--- src/rtl/lcd_write_sequencer.sv ---
// lcd_write_sequencer
//   Power-on initialiser and byte-write engine for a 4-bit character LCD.
//   After reset it waits out the power-up delay and sends the 0x3,0x3,0x3,0x2
//   init nibbles. It then writes the configuration bytes 0x28, 0x06, 0x0C and
//   0x01, and from then on accepts client bytes over a valid/ready handshake.
//   Each byte goes out as an upper and a lower nibble strobe. The settle time
//   that byte needs is enforced before the next byte is accepted.
//
// Ports
//   clk, rst             clock, synchronous active-high reset
//   req_valid/req_ready  client handshake; a byte is taken on valid && ready
//   req_rs, req_data     0 = command / 1 = character, byte to write
//   init_done            high once the init and configuration sequence is done
//   LCD_E, LCD_RS,       LCD enable strobe, register select,
//   LCD_RW               read/write (tied to write)
//   SF_D11..SF_D8        data nibble, SF_D11 = MSB
module lcd_write_sequencer #(
  parameter int unsigned T_POWERUP = 750000,
  parameter int unsigned T_INIT1   = 205000,
  parameter int unsigned T_INIT2   = 5000,
  parameter int unsigned T_CMD     = 2000,
  parameter int unsigned T_CLEAR   = 82000,
  parameter int unsigned T_E       = 12,
  parameter int unsigned T_NIB     = 50,
  parameter int unsigned CW        = 24
) (
  input  logic       clk,
  input  logic       rst,
  input  logic       req_valid,
  output logic       req_ready,
  input  logic       req_rs,
  input  logic [7:0] req_data,
  output logic       init_done,
  output logic       LCD_E,
  output logic       LCD_RS,
  output logic       LCD_RW,
  output logic       SF_D11,
  output logic       SF_D10,
  output logic       SF_D9,
  output logic       SF_D8
);

  localparam logic [2:0] PWR_WAIT  = 3'd0;
  localparam logic [2:0] INIT      = 3'd1;
  localparam logic [2:0] CFG       = 3'd2;
  localparam logic [2:0] IDLE      = 3'd3;
  localparam logic [2:0] BYTE_HI   = 3'd4;
  localparam logic [2:0] BYTE_LO   = 3'd5;
  localparam logic [2:0] BYTE_WAIT = 3'd6;

  // The lower-nibble slot is split in two. BYTE_LO covers the strobe and
  // BYTE_WAIT covers the rest of the settle time, so the two together last
  // exactly W cycles from the lower-nibble start.
  localparam logic [CW-1:0] PWR_LAST   = CW'(T_POWERUP - 1);
  localparam logic [CW-1:0] INIT1_LAST = CW'(T_INIT1 - 1);
  localparam logic [CW-1:0] INIT2_LAST = CW'(T_INIT2 - 1);
  localparam logic [CW-1:0] CMD_LAST   = CW'(T_CMD - 1);
  localparam logic [CW-1:0] NIB_LAST   = CW'(T_NIB - 1);
  localparam logic [CW-1:0] LO_LAST    = CW'(T_E + 1);
  localparam logic [CW-1:0] WCMD_LAST  = CW'(T_CMD - T_E - 3);
  localparam logic [CW-1:0] WCLR_LAST  = CW'(T_CLEAR - T_E - 3);
  localparam logic [CW-1:0] E_FIRST    = CW'(2);
  localparam logic [CW-1:0] E_LAST     = CW'(T_E + 1);

  logic [2:0]    state, state_n;
  logic [CW-1:0] cnt, cnt_n;
  logic [1:0]    init_step, init_step_n;
  logic [1:0]    cfg_idx, cfg_idx_n;
  logic          byte_rs, byte_rs_n;
  logic [7:0]    byte_data, byte_data_n;
  logic [3:0]    sf_d, sf_d_n;
  logic          rs_n, done_n, e_n;
  logic [CW-1:0] init_last, wait_last;
  logic [7:0]    cfg_byte;

  always_comb begin
    case (init_step)
      2'd0:    init_last = INIT1_LAST;
      2'd1:    init_last = INIT2_LAST;
      default: init_last = CMD_LAST;
    endcase
    case (cfg_idx)
      2'd0:    cfg_byte = 8'h28;
      2'd1:    cfg_byte = 8'h06;
      2'd2:    cfg_byte = 8'h0C;
      default: cfg_byte = 8'h01;
    endcase
    // Clear/home commands need the long settle time.
    if (!byte_rs && (byte_data == 8'h01 || byte_data == 8'h02 || byte_data == 8'h03))
      wait_last = WCLR_LAST;
    else
      wait_last = WCMD_LAST;
  end

  always_comb begin
    state_n     = state;
    cnt_n       = cnt + CW'(1);
    init_step_n = init_step;
    cfg_idx_n   = cfg_idx;
    byte_rs_n   = byte_rs;
    byte_data_n = byte_data;
    sf_d_n      = sf_d;
    rs_n        = LCD_RS;
    done_n      = init_done;
    case (state)
      PWR_WAIT: begin
        if (cnt == PWR_LAST) begin
          state_n     = INIT;
          cnt_n       = '0;
          init_step_n = '0;
          sf_d_n      = 4'h3;
          rs_n        = 1'b0;
        end
      end
      INIT: begin
        if (cnt == init_last) begin
          cnt_n = '0;
          if (init_step == 2'd3) begin
            state_n   = CFG;
            cfg_idx_n = '0;
          end else begin
            init_step_n = init_step + 2'd1;
            sf_d_n      = (init_step == 2'd2) ? 4'h2 : 4'h3;
            rs_n        = 1'b0;
          end
        end
      end
      CFG: begin
        state_n     = BYTE_HI;
        cnt_n       = '0;
        byte_rs_n   = 1'b0;
        byte_data_n = cfg_byte;
        sf_d_n      = cfg_byte[7:4];
        rs_n        = 1'b0;
      end
      IDLE: begin
        cnt_n = '0;
        if (req_valid && req_ready) begin
          state_n     = BYTE_HI;
          byte_rs_n   = req_rs;
          byte_data_n = req_data;
          sf_d_n      = req_data[7:4];
          rs_n        = req_rs;
        end
      end
      BYTE_HI: begin
        if (cnt == NIB_LAST) begin
          state_n = BYTE_LO;
          cnt_n   = '0;
          sf_d_n  = byte_data[3:0];
        end
      end
      BYTE_LO: begin
        if (cnt == LO_LAST) begin
          state_n = BYTE_WAIT;
          cnt_n   = '0;
        end
      end
      BYTE_WAIT: begin
        if (cnt == wait_last) begin
          cnt_n = '0;
          if (init_done) begin
            state_n = IDLE;
          end else if (cfg_idx == 2'd3) begin
            state_n = IDLE;
            done_n  = 1'b1;
          end else begin
            state_n   = CFG;
            cfg_idx_n = cfg_idx + 2'd1;
          end
        end
      end
      default: begin
        state_n = PWR_WAIT;
        cnt_n   = '0;
      end
    endcase
    // E is derived from the next slot position so that it is registered with
    // the same edge that advances the counter.
    e_n = (state_n == INIT || state_n == BYTE_HI || state_n == BYTE_LO) &&
          (cnt_n >= E_FIRST) && (cnt_n <= E_LAST);
  end

  always_ff @(posedge clk) begin
    if (rst) begin
      state     <= PWR_WAIT;
      cnt       <= '0;
      init_step <= '0;
      cfg_idx   <= '0;
      byte_rs   <= 1'b0;
      byte_data <= '0;
      sf_d      <= '0;
      LCD_RS    <= 1'b0;
      LCD_E     <= 1'b0;
      req_ready <= 1'b0;
      init_done <= 1'b0;
    end else begin
      state     <= state_n;
      cnt       <= cnt_n;
      init_step <= init_step_n;
      cfg_idx   <= cfg_idx_n;
      byte_rs   <= byte_rs_n;
      byte_data <= byte_data_n;
      sf_d      <= sf_d_n;
      LCD_RS    <= rs_n;
      LCD_E     <= e_n;
      req_ready <= (state_n == IDLE);
      init_done <= done_n;
    end
  end

  assign LCD_RW = 1'b0;
  assign SF_D11 = sf_d[3];
  assign SF_D10 = sf_d[2];
  assign SF_D9  = sf_d[1];
  assign SF_D8  = sf_d[0];

endmodule

--- config.mk ---
export PLATFORM = sky130hd
export DESIGN_NAME = lcd_write_sequencer
export DESIGN_NICKNAME = d
export VERILOG_FILES = /design/src/rtl/lcd_write_sequencer.sv
export SDC_FILE = /design/constraint.sdc
export NUM_CORES = 1
export LEC_CHECK = 0
export CORE_MARGIN = 4
export CORE_UTILIZATION = 45
export DETAILED_ROUTE_END_ITERATION = 7
export SYNTH_ARGS = -nofsm -noshare
export SYNTH_HDL_FRONTEND = slang
export SYNTH_SLANG_ARGS = --single-unit
--- constraint.sdc ---
create_clock -name clk -period 4 [get_ports clk]
set_clock_uncertainty 0.15 [all_clocks]
set_input_delay 0.8 -clock clk [delete_from_list [all_inputs] [get_ports clk]]
set_output_delay 0.8 -clock clk [all_outputs]
set_load 0.02 [all_outputs]
Word level (Yosys, flattened, before mapping). Cells that the tools add are included. Widths: inputs -> output; s select.

Register bits: 48. Input port bits: 12. Output and inout port bits: 9. Word-level logic and storage cells: 118.

Add/subtract/negate cells: 3. Order comparisons: 2. Equality and inequality tests: 33. Multiplexer cells: 46. Reductions and logical operators: 23.

Operators with widths (count): $mux 24 (5); $pmux 24 s5 (1); $eq 24x24->1 (2); $pmux 18 s2 (1); $add 24x1->24 const B (1); $eq 24x20->1 const B (1); $eq 24x4->1 const B (1); $eq 24x6->1 const B (1); $ge 24x2->1 const B (1); $le 24x4->1 const B (1); $mux 3 (7); $pmux 3 s7 (1); $mux 4 (5); $pmux 4 s5 (1); $ne 2x2->1 const B (9); $pmux 6 s3 (1); $mux 17 (1); $eq 8x2->1 const B (2); $mux 2 (8); $pmux 8 s2 (1); $eq 3x3->1 const B (5); $reduce_and 6->1 (2); $eq 3x2->1 const B (3); $mux 1 (9); other kinds (20) (37).

Depth between registers and ports, before layout. Gate-level depths: netlist of the first run.

Depth in word-level cells: 13. Gate-level depth with buffers: 10. Depth with buffers taken out: 8.

Least setup slack after synthesis of the first run. No wires, ideal clock.

Kind: reg-to-reg. Start point: register cnt[20]. End point: register init_step[0]. Arrival time: 2.358 ns. Data required time: 3.780 ns. Slack: 1.422 ns. Cell stages (with the launch flop): 8. Buffers on the path: 1. Period minus slack after synthesis: 2.578 ns. Path through: dfxtp_1 -> buf_6 -> or4_4 -> or4_4 -> o21ai_4 -> nor2_2 -> or4_1 -> a21oi_1.

Cells in the longest elaborated chain, start to end: 3. Elaborated cells between the ends (all ways): 5. Those cells by class: eq/ne: 4; reduce/logical: 1.

Ends and longest elaborated chain: start: declaration (RTL line 66) `logic [CW-1:0] cnt, cnt_n;`; start signal: assignment (RTL line 199) `cnt <= cnt_n;`; $eq 24x24->1 or $eq 24x20->1 (tied branches) (RTL line 116, 107); $ne 2x2->1 (no line); $reduce_and 4->1 (no line) (*); end signal: assignment (RTL line 200) `init_step <= init_step_n;`; end: declaration (RTL line 67) `logic [1:0] init_step, init_step_n;`.

Every way passes the cells marked *; elsewhere a longest branch is shown, timed or not. A chain may end at the register's enable or synchronous reset.

Worst setup path after layout of the first run.
Start point: register cnt[5]. End point: register LCD_E.

Cells in the longest elaborated chain, start to end: 8. Elaborated cells between the ends (all ways): 27. Those cells by class: add/sub: 1; order compare: 2; eq/ne: 8; mux: 12; reduce/logical: 4.

Ends and longest elaborated chain: branches (longest 7 deep; another with $add 24x1->24); $logic_and 1x1->1 (*) (RTL line 181) `(cnt_n >= E_FIRST) && (cnt_n <= E_LAST);`; end signal: assignment (RTL line 206) `LCD_E <= e_n;`; end: declaration (RTL line 34) `output logic LCD_E,`.

Every way passes the cells marked *.

==> run metrics, run 1 <==
met1 usage=0.264; worst min path class=reg2reg; Mapped Cells=between 400 and 500; die area=~8600 sq um; P per Cell Area=around 270 nW/um^2; DRC=0; number of global-route vias before repair=approximately 2,700; met3 usage=0.0406; Slew HR=0.448; Static Leak=1.13 nW; Synth Flop Type=dfxtp_1; Worst R2R Path Depth=6; Final min period=3.02 ns; setup tns final=0 ns; post-layout power=between 0.0009 and 0.001 W; nets=roughly 420; sequential fraction of the synthesis area=0.298; Crit. End Element=flop; worst hold slack=a little over 0.3 ns; Worst Hold End=byte_rs; highest clock rate=331 MHz; via count=~2,900; gr ovfl total=0; initial core utilization=0.469; cts bufs inserted=5; setup bufs post-CTS=0; Filler cells=approximately 690; 1st-pass router iterations=4; Max Cap Viol=0; Hold Crit Start=byte_rs; Die Wd=roughly 90 microns; Slew Limit Fails=0; Syn Nets=between 400 and 500; synthesized flop and latch total=48; worst hold stages=2; busiest grt layer=met2; Final Cycle Share=0.755; Synth Warn #=0; Post-Synth Adder-Cell Area=0.0427; placed cells=roughly 490; num rows=30; Post-CTS Resized=0; global-route wire length before repair=13,600 microns; Non-Filler Instances=slightly below 500; clock share of power=0.405; Slew @ Worst Pin=between 0.8 and 0.9 ns; Area Growth Syn to Fin=8.34%; Yosys cell types=65; Sw Share=0.239; Post-synth EDFFs=0; asr flop ratio synth=0; hpwl dp=6030 microns; Post-Syn Area per Cell=7.90 sq um; worst vdd ir=0.148 mV; post-synthesis mux area share=0.0190; DRT antenna net count=0; cts-stage hold buffer count=0; status=finished, final reports clean; antenna cell count=0; Post-Synth Simple-Gate Area=0.333; Placed Area=3370 sq um; root buffer cell=clkbuf_8; total detailed-routing wirelength=between 8000 and 9000 microns; IO buf count=19; commonest non-fill, non-tap cells in the layout=dfxtp_1, nor2_1, nand2_1, clkdlybuf4s50_1; setup violators final=0; Comb power frac=0.073; gr usage total=0.195; Reg power frac=0.522; RSZ-0062 raised after global routing=false; CTS Sinks=48; xor and xnor area share after synthesis=0.0733; initial antenna violation count=0; Int Power=around 0.00072 W; WP data required=about 4.0 ns; Fin. Hold Viols=0; largest family of logic cells by synthesized area=simple AND/OR/NAND/NOR gates; 1st-iter DRT viols=172; CP Max Fanout=12; CTS Buffer Depth=2; Mapped Area=around 3200 sq um; worst flop-to-flop path startpoint=cnt[5]; capturing point of the worst reg2reg path=LCD_E; layout cells sized above 1=0.0650; commonest non-fill, non-tap cell in the layout=dfxtp_1; H-Tree Depth=2; Core Area=6870 sq um; vias per inst=5.92; Net Switching=between 0.0002 and 0.00025 W; Top-Level Pins=21; crit path launch type=flop; CTS tree=yes; reg-to-reg slack, setup=between 0.9 and 1 ns; GP Congestion=between 0.9 and 1; clk slew on worst S/H paths=0.10 ns; Setup CP Type=reg2reg; post-synthesis compound-gate area fraction=0.167; Die H=92.6 microns; final instance area=around 3500 sq um; WL per Instance=between 15 and 20 microns; clk_lat worst skew=between 0.3 and 0.4 ns; largest net degree at the start of global routing=25; met2 GRT Util=0.321; worst endpoint data arrival time=about 3.1 ns
[power groups by stage]
| stage | Clock, W | Sequential (W) | Combinational, W |
|---|---|---|---|
| final | 0.000382 | 0.000492 | 0.0000688 |
| after global routing | 0.000410 | 0.000494 | 0.0000762 |
| after CTS | 0.000395 | 0.000492 | 0.0000685 |
| after detailed placement | 0 | 0.000503 | 0.0000683 |
| after global placement | 0 | 0.000503 | 0.0000683 |
| after floorplan | 0 | 0.000498 | 0.0000473 |
[state kept, by name, indices dropped and copies added, names as in the netlist]
| register | count |
|---|---|
| sf_d | 4 |
| cfg_idx | 2 |
| LCD_RS | 1 |
| state | 3 |
| byte_data | 8 |
| cnt | 24 |
| req_ready | 1 |
| LCD_E | 1 |
| init_step | 2 |
| init_done | 1 |
| byte_rs | 1 |
[stage by stage]
stage                util  setup slack, ns
CTS                 0.509            0.976
detailed placement  0.491            0.999
floorplan               -             1.42
global route        0.509            0.670
global placement    0.491            0.939
finish              0.509            0.980
[synthesized netlist by cell type, types with 5 or more instances]
cell type / n / area [sq um]
a21oi_1: 18 / 90.1
a311oi_1: 5 / 43.8
a31oi_1: 8 / 50.1
and3_1: 7 / 43.8
and4_1: 7 / 61.3
buf_2: 8 / 40.0
clkbuf_1: 19 / 71.3
dfxtp_1: 48 / 961
ha_1: 11 / 138
inv_1: 9 / 33.8
mux2i_1: 5 / 50.1
nand2_1: 27 / 101
nand3_1: 18 / 90.1
nand4_1: 12 / 75.1
nor2_1: 44 / 165
nor2b_1: 6 / 37.5
nor3_1: 17 / 85.1
nor4_1: 10 / 62.6
o21ai_0: 9 / 45.0
o31ai_1: 7 / 52.6
or2_2: 5 / 31.3
or3_1: 5 / 31.3
or4_1: 7 / 52.6
xnor2_1: 18 / 158
xor2_1: 9 / 78.8
[worst max-delay path, cell delays in order, from the launching register on]
cell	delay, ns
dfxtp_1	0.61
and4_1	0.46
nand4_2	0.28
o31ai_1	0.38
nand4_1	0.13
or4_1	0.53
a2111oi_1	0.36
[worst max path at each step]
| stage | start | to | cells past startpoint |
|---|---|---|---|
| 6_report | cnt[5] | LCD_E | 6 |
| 5_1_grt | init_step[1] | cnt[7] | 8 |
| 4_1_cts | cnt[5] | LCD_E | 6 |
| 3_5_place_dp | cnt[5] | LCD_E | 6 |
| 3_3_place_gp | cnt[5] | LCD_E | 6 |
| 2_1_floorplan | cnt[20] | init_step[0] | 7 |
[area by class of cell]
class                           instances  area [sq um]  area share
Tap cell                               96           120      0.0344
Sequential cell                        48           961       0.275
Multi-Input combinational cell        314          2050       0.587
Inverter                                9          33.8     0.00967
Timing Repair Buffer                   21           205      0.0587
Clock inverter                          2          38.8      0.0111
Clock buffer                            6          82.6      0.0236
[per-layer routing]
metal / vias up / wire (microns)
li1: 1475 / -
met1: 1381 / 3800
met2: 73 / 3880
met3: 6 / 473
met4: 0 / 76
met5: - / 0
[kinds of logic (layout without fill, tap and decap cells)]
logic type | count (synthesis) | in the layout
xor gates and xnor gates | 27 | 27
muxes | 6 | 6
AOI/OAI and AO/OA | 77 | 77
and+or+nand+nor | 192 | 192
adders and majority gates | 11 | 11
other | 1 | 1
DFF | 48 | 48
buffers and inverters | 46 | 38
Power figures use the tool's default switching activity.
==> run 2: changes to the inputs <==
clock period = 3 ns   (was 4 ns; I/O delays follow)
==> run 2 against run 1 <==
  * Global-route usage rose by 1.3 points
  * Total power rose by 30%
  * Final cell count rose by 3.6%
  * Register-to-register slack got worse by 0.65 ns
  * Routed wire length rose by 4.6%
  * Die area did not move
  * Largest cell class unchanged
==> run metrics, run 2 (synthesis gave the netlist of run 1 again) <==
Final min period=2.67 ns (-0.346 ns); Fin. Hold Viols=0 (unchanged); die area=8580 sq um (unchanged); Filler cells=687 (+0.15%); clk_lat worst skew=0.31 ns (about the same); CTS Sinks=48 (unchanged); hpwl dp=6400 microns (+6.1%); CTS Buffer Depth=2 (unchanged); number of global-route vias before repair=2,826 (+4.2%); Biggest register=cnt; global-route wire length before repair=14,600 microns (+7.7%); WL per Instance=16.7 microns (+0.93%); Largest regs=cnt (24), byte_data (8), sf_d (4); Slew HR=0.596 (+0.148); crit path launch type=flop; setup tns final=0 ns (unchanged); Worst Hold End=byte_rs; Crit. End Element=flop; status=finished, final reports clean; Core Area=6870 sq um (unchanged); initial antenna violation count=0 (unchanged); PnR worst setup slack=0.325 ns (-0.654 ns); IO buf count=19 (unchanged); Worst R2R Path Depth=7 (+1); Post-CTS Resized=0 (unchanged); gr ovfl total=0 (unchanged); root buffer cell=clkbuf_8; nets=440 (+4.3%); Top-Level Pins=21 (unchanged); cts bufs inserted=5 (unchanged); gr usage total=0.208 (+0.0128); worst vdd ir=0.200 mV (+35%); num rows=30 (unchanged); reg-to-reg slack, setup=0.33 ns (-0.65 ns); worst min path class=reg2reg; Static Leak=1.23 nW (+8.5%); commonest non-fill, non-tap cells in the layout=dfxtp_1, nor2_1, nand2_1, clkdlybuf4s50_1, buf_4; layout cells sized above 1=0.115 (+0.0498); Die Wd=92.6 microns (unchanged); final instance area=3640 sq um (+4.3%); worst flop-to-flop path startpoint=cnt[0]; total detailed-routing wirelength=8600 microns (+4.6%); via count=3,078 (+4.9%); P per Cell Area=337 nW/um^2 (+25%); highest clock rate=374 MHz (+13%); 1st-iter DRT viols=213 (+24%); commonest non-fill, non-tap cell in the layout=dfxtp_1; Placed Area=3520 sq um (+4.4%); DRC=0 (unchanged); Final Cycle Share=0.892 (+0.137); vias per inst=5.99 (+1.2%); Slew Limit Fails=0 (unchanged); clk slew on worst S/H paths=0.09 ns (about the same); CTS tree=yes; initial core utilization=0.469 (unchanged); worst endpoint data arrival time=2.77 ns (-0.29 ns); GP Congestion=0.969 (+2.6%); DRT antenna net count=0 (unchanged); Area Growth Syn to Fin=13.0%; worst hold stages=2 (unchanged); Slew @ Worst Pin=0.601 ns (-0.207 ns); number of flip-flops in the largest register=24 (unchanged); Die H=92.6 microns (unchanged); WP data required=3.09 ns (-0.95 ns); Setup CP Type=reg2reg; setup bufs post-CTS=0 (unchanged); cts-stage hold buffer count=0 (unchanged); RSZ-0062 raised after global routing=false; CP Max Fanout=11 (-1); Max Cap Viol=0 (unchanged); Hold Crit Start=byte_rs; capturing point of the worst reg2reg path=init_step[0]; H-Tree Depth=2 (unchanged); 1st-pass router iterations=5 (+1); setup violators final=0 (unchanged); antenna cell count=0 (unchanged); largest net degree at the start of global routing=26 (+4.0%); pre-CTS setup slack=0.247 ns (-0.752 ns)
run 2: cell count changes in the layout (fill, tap and decap cells not counted), sizes merged:
cell,before,now
clkbuf,6,5
clkinvlp,0,1
buf,2,20
run 2: area by class of cell:
type,instances,area [sq um],area share
Multi-Input combinational cell,314,2060,0.566
Timing Repair Buffer,39,353,0.0968
Clock buffer,5,68.8,0.0189
Clock inverter,3,42.5,0.0117
Sequential cell,48,963,0.264
Tap cell,96,120,0.0330
Inverter,9,33.8,0.00927
run 2: per-stage QoR:
step	power, W	utilization	hold WS [ns]	std cells
6_report	0.00123	0.531	0.308	514
5_1_grt	0.00128	0.531	0.333	514
4_1_cts	0.00125	0.529	0.312	514
3_5_place_dp	0.000770	0.512	0.299	506
3_3_place_gp	0.000770	0.512	0.299	506
2_1_floorplan	0.000727	-	0.286	408
run 2: worst max-delay path: stages, from the launching register on:
cell	delay, ns
dfxtp_1	0.46
ha_1	0.42
and3_1	0.38
nand3_1	0.24
o21ai_4	0.23
nor2_2	0.08
or4_1	0.50
a21oi_1	0.15
run 2: power breakdown:
group | switching [W] | internal, W
Clock | 0.000227 | 0.000247
Sequential | 0.00000740 | 0.000643
Combinational | 0.0000576 | 0.0000481
run 2: worst max path at each step:
stage	startpoint	end	slack, ns
floorplan	cnt[20]	init_step[0]	0.42
global placement	cnt[4]	req_ready	0.25
detailed placement	cnt[10]	LCD_E	0.25
CTS	cnt[10]	LCD_E	0.20
global route	cnt[16]	LCD_E	0.02
finish	cnt[0]	init_step[0]	0.33
run 2: per-layer routing:
metal | vias to the layer above | share of wire | GRT usage
li1 | 1513 | - | -
met1 | 1432 | 0.45 | 0.294
met2 | 115 | 0.46 | 0.329
met3 | 18 | 0.070 | 0.0357
met4 | 0 | 0.017 | 0.0537
met5 | - | 0 | 0
